`src/rtl/mul_shift_add.sv`:
```
// Sequential signed 16x16 multiplier: magnitudes are multiplied by right-shift/add
// through the shared external adder, then the sign is restored in a final FIX cycle.
module mul_shift_add #(
  parameter int WIDTH = 16
) (
  input  logic               clk,
  input  logic               rst,
  input  logic               start,
  input  logic [WIDTH-1:0]   op_a,
  input  logic [WIDTH-1:0]   op_b,
  output logic               busy,
  output logic               done,
  output logic [2*WIDTH-1:0] product,
  output logic [WIDTH-1:0]   add_a,
  output logic [WIDTH-1:0]   add_b,
  input  logic [WIDTH-1:0]   add_sum,
  input  logic               add_carry,
  output logic [1:0]         state_dbg
);

  localparam int CW = $clog2(WIDTH);

  typedef enum logic [1:0] {
    IDLE = 2'd0,
    RUN  = 2'd1,
    FIX  = 2'd2
  } state_t;

  state_t             state;
  logic [WIDTH-1:0]   mcand;
  logic [2*WIDTH-1:0] acc;
  logic [CW-1:0]      cnt;
  logic               neg;
  logic [WIDTH-1:0]   mag_a;
  logic [WIDTH-1:0]   mag_b;

  // Unsigned magnitudes; |-2^(W-1)| wraps to 2^(W-1), which is exactly right unsigned.
  always_comb begin
    mag_a = op_a[WIDTH-1] ? -op_a : op_a;
    mag_b = op_b[WIDTH-1] ? -op_b : op_b;
  end

  // Adder operands come from registered state only, keeping the loop through the adder one cycle.
  always_comb begin
    add_a = '0;
    add_b = '0;
    if (state == RUN) begin
      add_a = acc[2*WIDTH-1:WIDTH];
      add_b = acc[0] ? mcand : '0;
    end
  end

  assign busy      = (state == RUN) || (state == FIX);
  assign state_dbg = state;

  always_ff @(posedge clk or posedge rst) begin
    if (rst) begin
      state   <= IDLE;
      mcand   <= '0;
      acc     <= '0;
      cnt     <= '0;
      neg     <= 1'b0;
      done    <= 1'b0;
      product <= '0;
    end else begin
      done <= 1'b0;
      case (state)
        IDLE: begin
          if (start) begin
            mcand <= mag_a;
            acc   <= {{WIDTH{1'b0}}, mag_b};
            neg   <= op_a[WIDTH-1] ^ op_b[WIDTH-1];
            cnt   <= '0;
            state <= RUN;
          end
        end
        RUN: begin
          acc <= {add_carry, add_sum, acc[WIDTH-1:1]};
          cnt <= cnt + 1'b1;
          if (cnt == CW'(WIDTH - 1)) state <= FIX;
        end
        FIX: begin
          product <= neg ? -acc : acc;
          done    <= 1'b1;
          state   <= IDLE;
        end
        default: state <= IDLE;
      endcase
    end
  end

endmodule

```
`config.mk`:
```
export PLATFORM = sky130hd
export DESIGN_NAME = mul_shift_add
export DESIGN_NICKNAME = d
export VERILOG_FILES = /design/src/rtl/mul_shift_add.sv
export SDC_FILE = /design/constraint.sdc
export NUM_CORES = 1
export LEC_CHECK = 0
export CORE_ASPECT_RATIO = 2
export CORE_MARGIN = 1
export CORE_UTILIZATION = 35
export CTS_CLUSTER_DIAMETER = 200
export DETAILED_ROUTE_END_ITERATION = 8
export PLACE_DENSITY = 0.59
export SYNTH_ARGS = -nofsm -noshare
export SYNTH_HDL_FRONTEND = slang
export SYNTH_SLANG_ARGS = --single-unit
```
`constraint.sdc`:
```
create_clock -name clk -period 3.4 [get_ports clk]
set_input_delay 0.68 -clock clk [delete_from_list [all_inputs] [get_ports clk]]
set_output_delay 0.68 -clock clk [all_outputs]
set_load 0.01 [all_outputs]
```
==> results of run 1 <==
-- Yosys cell counts (2+ instances only) --
master | n | area share, %
inv_1 | 12 | 0.90
or3_1 | 7 | 0.87
a21oi_1 | 42 | 4.2
nor2b_1 | 2 | 0.25
nand3_1 | 7 | 0.70
ha_1 | 9 | 2.2
a22o_1 | 18 | 3.1
and2_1 | 17 | 2.1
nand4_1 | 4 | 0.50
dfrtp_1 | 88 | 44
nor4_2 | 2 | 0.50
nor4_1 | 6 | 0.75
o41ai_2 | 5 | 1.6
a31oi_1 | 2 | 0.25
o41ai_1 | 8 | 1.4
nand2b_1 | 6 | 0.75
nand3b_1 | 7 | 1.0
nand2_1 | 43 | 3.2
o21ai_1 | 8 | 0.80
buf_6 | 4 | 0.90
nor3b_1 | 3 | 0.45
nand2_2 | 2 | 0.25
o211ai_1 | 2 | 0.30
and3_1 | 18 | 2.2
nor3_1 | 7 | 0.70
o31ai_1 | 12 | 1.8
o22ai_1 | 2 | 0.25
xnor2_1 | 6 | 1.0
o21ai_0 | 43 | 4.3
clkbuf_1 | 26 | 1.9
mux2i_1 | 8 | 1.6
nor2_1 | 48 | 3.6
buf_1 | 2 | 0.15
or4_1 | 4 | 0.60
xor2_1 | 48 | 8.4
-- logic make-up (layout without fill, tap and decap cells) --
family / count (synthesis) / after routing
compound gates: 145 / 145
xor+xnor: 54 / 54
fa+ha+maj: 9 / 9
buf+inv: 47 / 158
flops: 88 / 88
mux: 9 / 9
simple gates: 189 / 189
-- sequential cells by signal (all words and copies together), names as in the netlist --
signal and cells:
done 1, acc 32, product 32, mcand 16, cnt 4, neg 1
state_dbg 2
-- cell type report --
| cell class | count | area, um^2 | area share [%] |
|---|---|---|---|
| inverters | 12 | 46.29 | 0.6938 |
| flip-flops and latches | 88 | 2202 | 33.00 |
| repair buffers | 130 | 1274 | 19.09 |
| clock inverters | 6 | 67.56 | 1.013 |
| clock buffers | 10 | 229.0 | 3.431 |
| well taps | 189 | 236.5 | 3.544 |
| multi-input cells | 406 | 2618 | 39.23 |
-- final timing paths --
path,from,end,slack [ns],depth (start not counted)
worst min-delay path,mcand[10],mcand[10],0.48,2
min in group asynchronous,rst,acc[29],0.53,2
max in group asynchronous,rst,product[13],2.08,3
worst min register to register,mcand[10],mcand[10],0.48,2
worst max register to register,acc[0],product[25],1.00,5
worst max-delay path,state_dbg[1],add_b[9],0.42,4
-- worst min-delay path: stages, from the launching register on --
cell and delay [ns]:
dfrtp_1 0.34, nand2_1 0.04, o21ai_0 0.06
-- where the power goes --
| part | internal, W | switching [W] | leakage (nW) | total [W] |
|---|---|---|---|---|
| combinational | 0.00128 | 0.00149 | 1.64 | 0.00278 |
| clock | 0.000574 | 0.000442 | 0.139 | 0.00102 |
| sequential | 0.00152 | 0.000513 | 1.05 | 0.00203 |
-- per-layer routing --
metal	up-vias	wire length [um]
met5	-	0
li1	2128	-
met2	119	8343
met1	2143	4983
met4	0	541
met3	30	545
-- metrics by stage --
stage / setup slack (ns) / cell area (um^2)
6_report: 0.4170 / 6673
5_1_grt: 0.2513 / 6673
4_1_cts: 0.3455 / 6673
3_5_place_dp: 0.6456 / 6376
3_3_place_gp: 0.6603 / 6376
2_1_floorplan: 0.4414 / 5032
==> flow_metrics.py, run 1 <==
metrics = {
    "status": {
        "status": "complete, no violations",
    },
    "global_routing": {
        "overflow": 0,
        "met2_usage_pct": 40.33,
        "grt_start_max_net_pins": 53,
        "grt_busiest_layer": "met2",
        "grt_util_all_layers_pct": 20.59,
        "grt_pass1_wl_mm": 23.17,
        "antenna_found_initial": 0,
        "grt_pass1_vias": 4519,
        "met3_usage_pct": 3.359,
        "grtUsageMet1_pct": 20.15,
    },
    "cts": {
        "clock_latency_ns": 0.35,
        "ctsLongestPathBuffers": 2,
        "numCtsBuffers": 9,
        "cts.sinks": 88,
        "post_cts.repair.setup_buffers": 0,
        "ctsHoldBuffers": 0,
        "root_buffer": "clkbuf_16",
        "htreeDepth": 3,
        "post_cts_resized": 0,
        "clk_pin_slew_ns": 0.06,
        "cts_tree": "built",
    },
    "placed_design": {
        "dp_cells": 825,
        "globalplace.congestion": 0.8303,
        "hpwl_mm": 10.97,
        "io_buffers": 119,
    },
    "sta": {
        "setup_viol": 0,
        "fin_crit_ns": 2.983,
        "grt_setup_unrepaired": "no",
        "finClkSkew_ns": 0.008544,
        "fmax_ghz": 0.3352,
        "holdWs_ns": 0.4797,
        "worst_pin_slew_ns": 0.9023,
        "tns_ns": 0,
        "hold_violations": 0,
        "slew-limit-headroom_pct": 39.85,
        "maxSlewViolCount": 0,
        "period_share_pct": 87.74,
    },
    "setup_path": {
        "cp_slowest_cell": "ha_2",
        "crit_required_ns": 2.72,
        "cp.arrival_ns": 2.30,
        "start_kind": "flop",
        "path_buf_inv": 2,
        "worstSetupEndpointType": "output port",
        "crit_chain": "inv_1 > ha_2 > and3_1 > clkdlybuf4s50_1",
        "critPathMaxStageDelay_ns": 0.61,
        "path_max_fanout": 35,
        "critPathKind": "flop to output port",
        "path_delay_family": "buffers and inverters",
    },
    "job": {
        "drv_cap": 0,
    },
    "floorplan": {
        "row_count": 61,
        "dieArea_um2": 14890,
        "die_y_um": 171.6,
        "initial_utilization_pct": 36.03,
        "coreArea_um2": 13970,
        "num_io_pins": 120,
        "die_w_um": 86.79,
    },
    "drt": {
        "wl_per_cell_um": 17.14,
        "num_vias": 4420,
        "drtIter0Drc": 178,
        "ant_nets": 0,
        "avgViaCountPerCell": 5.256,
        "dr.pass1.iters": 5,
        "routed_wl_mm": 14.41,
        "drc": 0,
    },
    "logic_synthesis": {
        "synth_mux_area_share_pct": 1.815,
        "ys_ff_latch": 88,
        "synth_fa_ha_area_share_pct": 2.238,
        "syn_nets": 602,
        "synth-compound-area-share_pct": 18.47,
        "synth_xor_xnor_area_share_pct": 9.398,
        "yosysSeqAreaShare_pct": 43.76,
        "synth_warnings": 0,
        "avgSynthCellArea_um2": 9.302,
        "synth_area_um2": 5032,
        "synth_top_family_by_area": "simple AND/OR/NAND/NOR gates",
        "synth_simple_gate_area_share_pct": 19.92,
        "synthCells": 541,
        "netlist-cell-type-count": 48,
        "synth-edff-count": 0,
        "async_flop_share_pct": 100.0,
        "synthFlopType": "dfrtp_1",
    },
    "pwr": {
        "finalPower_w": 0.005824,
        "powerDensity_nw_per_um2": 872.7,
        "ir_drop_mv": 0.3470,
        "p_leak_nw": 2.822,
    },
    "layout": {
        "final_cell_mix": "119 x clkdlybuf4s50_1, 88 x dfrtp_1, 48 x xor2_1, 48 x nor2_1, 43 x nand2_1",
        "fin_cells": 841,
        "drive_above_1_share_pct": 6.595,
        "num_antenna_cells": 0,
        "fillerInstances": 1392,
        "area_growth_pct": 32.60,
        "fin_util_pct": 47.77,
        "nets": 708,
        "final_common_cell": "clkdlybuf4s50_1",
    },
    "min_path": {
        "holdCritPathClass": "flop to flop",
    },
}
Note: power is estimated with default switching activity, not from simulation.
==> run 2: changes to the inputs <==
--- a/config.mk
+++ b/config.mk
@@ -10,7 +10,7 @@
 export CORE_UTILIZATION = 35
 export CTS_CLUSTER_DIAMETER = 200
 export DETAILED_ROUTE_END_ITERATION = 8
-export PLACE_DENSITY = 0.59
+export PLACE_DENSITY = 0.68
 export SYNTH_ARGS = -nofsm -noshare
 export SYNTH_HDL_FRONTEND = slang
 export SYNTH_SLANG_ARGS = --single-unit
==> run 2 against run 1 <==
Core utilization grew 0.19 points. Global-route usage is 1.0 points lower. Routed wire length decreased by 5.5%.
==> flow_metrics.py, run 2 (same netlist as run 1, synthesis figures left out) <==
metrics = {
    "placed_design": {
        "globalplace.congestion": 0.8330,
        "hpwl_mm": 10.22,
        "dp_cells": 822,
        "io_buffers": 119,
    },
    "global_routing": {
        "grt_pass1_vias": 4459,
        "grt_start_max_net_pins": 89,
        "overflow": 0,
        "grt_util_all_layers_pct": 19.59,
        "antenna_found_initial": 0,
        "grt_pass1_wl_mm": 22.39,
    },
    "floorplan": {
        "num_io_pins": 120,
        "coreArea_um2": 13970,
        "die_w_um": 86.79,
        "die_y_um": 171.6,
        "initial_utilization_pct": 36.03,
        "row_count": 61,
        "dieArea_um2": 14890,
    },
    "layout": {
        "num_antenna_cells": 0,
        "nets": 705,
        "drive_above_1_share_pct": 6.163,
        "seqCellArea_um2": 2202,
        "final_common_cell": "clkdlybuf4s50_1",
        "multiInputGateArea_um2": 2618,
        "area_growth_pct": 33.12,
        "fin_util_pct": 47.96,
        "fillerInstances": 1313,
        "top_regs": "acc x32, product x32, mcand x16",
        "fin_cells": 838,
        "final_cell_mix": "119 x clkdlybuf4s50_1, 88 x dfrtp_1, 48 x xor2_1, 48 x nor2_1, 43 x nand2_1",
    },
    "setup_path": {
        "path_delay_family": "buffers and inverters",
        "worstSetupEndpointType": "output port",
        "start_kind": "flop",
        "cp_slowest_cell": "ha_2",
        "rrSetupSlack_ns": 0.90,
        "crit_required_ns": 2.72,
        "crit_chain": "inv_1 > ha_2 > and3_1 > clkdlybuf4s50_1",
        "critPathMaxStageDelay_ns": 0.56,
        "path_buf_inv": 2,
        "path_max_fanout": 33,
        "cp.arrival_ns": 2.26,
        "critPathKind": "flop to output port",
    },
    "cts": {
        "numCtsBuffers": 9,
        "clock_latency_ns": 0.34,
        "post_cts.repair.setup_buffers": 0,
        "ctsLongestPathBuffers": 2,
        "clk_pin_slew_ns": 0.06,
        "root_buffer": "clkbuf_16",
        "post_cts_resized": 0,
        "cts.sinks": 88,
        "cts_tree": "built",
        "ctsHoldBuffers": 0,
        "htreeDepth": 3,
    },
    "drt": {
        "top_layer": "met4",
        "met3WireLength_um": 525,
        "wl_met2_mm": 7.913,
        "wl_per_cell_um": 16.25,
        "num_vias": 4413,
        "routed_wl_mm": 13.62,
        "ant_nets": 0,
        "drtIter0Drc": 253,
        "avgViaCountPerCell": 5.266,
        "drc": 0,
        "dr.pass1.iters": 5,
        "wl_met1_mm": 4.959,
    },
    "sta": {
        "finClkSkew_ns": 0.007130,
        "hold_violations": 0,
        "fmax_ghz": 0.3406,
        "setup_viol": 0,
        "grt_setup_unrepaired": "no",
        "worst_pin_slew_ns": 0.8235,
        "period_share_pct": 86.35,
        "tns_ns": 0,
        "slew-limit-headroom_pct": 45.10,
        "maxSlewViolCount": 0,
        "fin_crit_ns": 2.936,
    },
    "pwr": {
        "ir_drop_mv": 0.3423,
        "p_leak_nw": 2.832,
        "powerDensity_nw_per_um2": 867.3,
    },
    "status": {
        "status": "complete, no violations",
    },
    "min_path": {
        "holdCritPathClass": "flop to flop",
    },
    "job": {
        "drv_cap": 0,
    },
}
-- run 2: cell count changes in the layout (fill, tap and decap cells not counted), sizes merged --
| cell | before | now |
|---|---|---|
| buf | 11 | 8 |
| clkbuf | 10 | 12 |
| inv | 13 | 11 |
| bufinv | 1 | 2 |
| clkinvlp | 2 | 1 |
-- run 2: layer usage --
| metal | GRT usage, % | up-vias |
|---|---|---|
| li1 | - | 2119 |
| met1 | 20.66 | 2147 |
| met2 | 38.24 | 131 |
| met3 | 3.407 | 16 |
| met4 | 5.942 | 0 |
| met5 | 0 | - |
-- run 2: path summary, 6_finish.rpt --
| path | depth (start not counted) | startpoint | to |
|---|---|---|---|
| worst max-delay path | 4 | state_dbg[1] | add_b[8] |
| worst min-delay path | 2 | mcand[10] | mcand[10] |
| worst max register to register | 5 | state_dbg[1] | acc[30] |
| worst min register to register | 2 | mcand[10] | mcand[10] |
| max in group asynchronous | 3 | rst | product[31] |
| min in group asynchronous | 3 | rst | acc[30] |
-- run 2: area by class of cell --
| cell class | count | share of cell area [%] |
|---|---|---|
| multi-input combinational | 406 | 39.07 |
| inverter | 12 | 0.6911 |
| sequential | 88 | 32.87 |
| clock inverter | 4 | 1.139 |
| clock buffer | 12 | 3.829 |
| timing repair buffer | 127 | 18.86 |
| tap | 189 | 3.530 |
-- run 2: through the flow --
stage | power [W] | hold slack, ns | setup slack, ns | instance area (um^2)
2_1_floorplan | 0.003638 | 0.4429 | 0.4414 | 5032
3_3_place_gp | 0.004660 | 0.4553 | 0.6765 | 6366
3_5_place_dp | 0.004758 | 0.4709 | 0.6000 | 6366
4_1_cts | 0.005877 | 0.4844 | 0.4117 | 6699
5_1_grt | 0.006257 | 0.4947 | 0.2831 | 6699
6_report | 0.005810 | 0.4794 | 0.4642 | 6699
-- run 2: tightest hold or removal path: cells and delay by family, from the launching register on --
family             cells  cell delay [ns]
AOI/OAI and AO/OA      1             0.06
and+or+nand+nor        1             0.04
DFF                    1             0.34
-- run 2: where the power goes --
group	total (W)	switching [W]	internal, W
clock	0.00109	0.000406	0.000686
sequential	0.00205	0.000528	0.00152
combinational	0.00267	0.00140	0.00127
total	0.00581	0.00234	0.00347
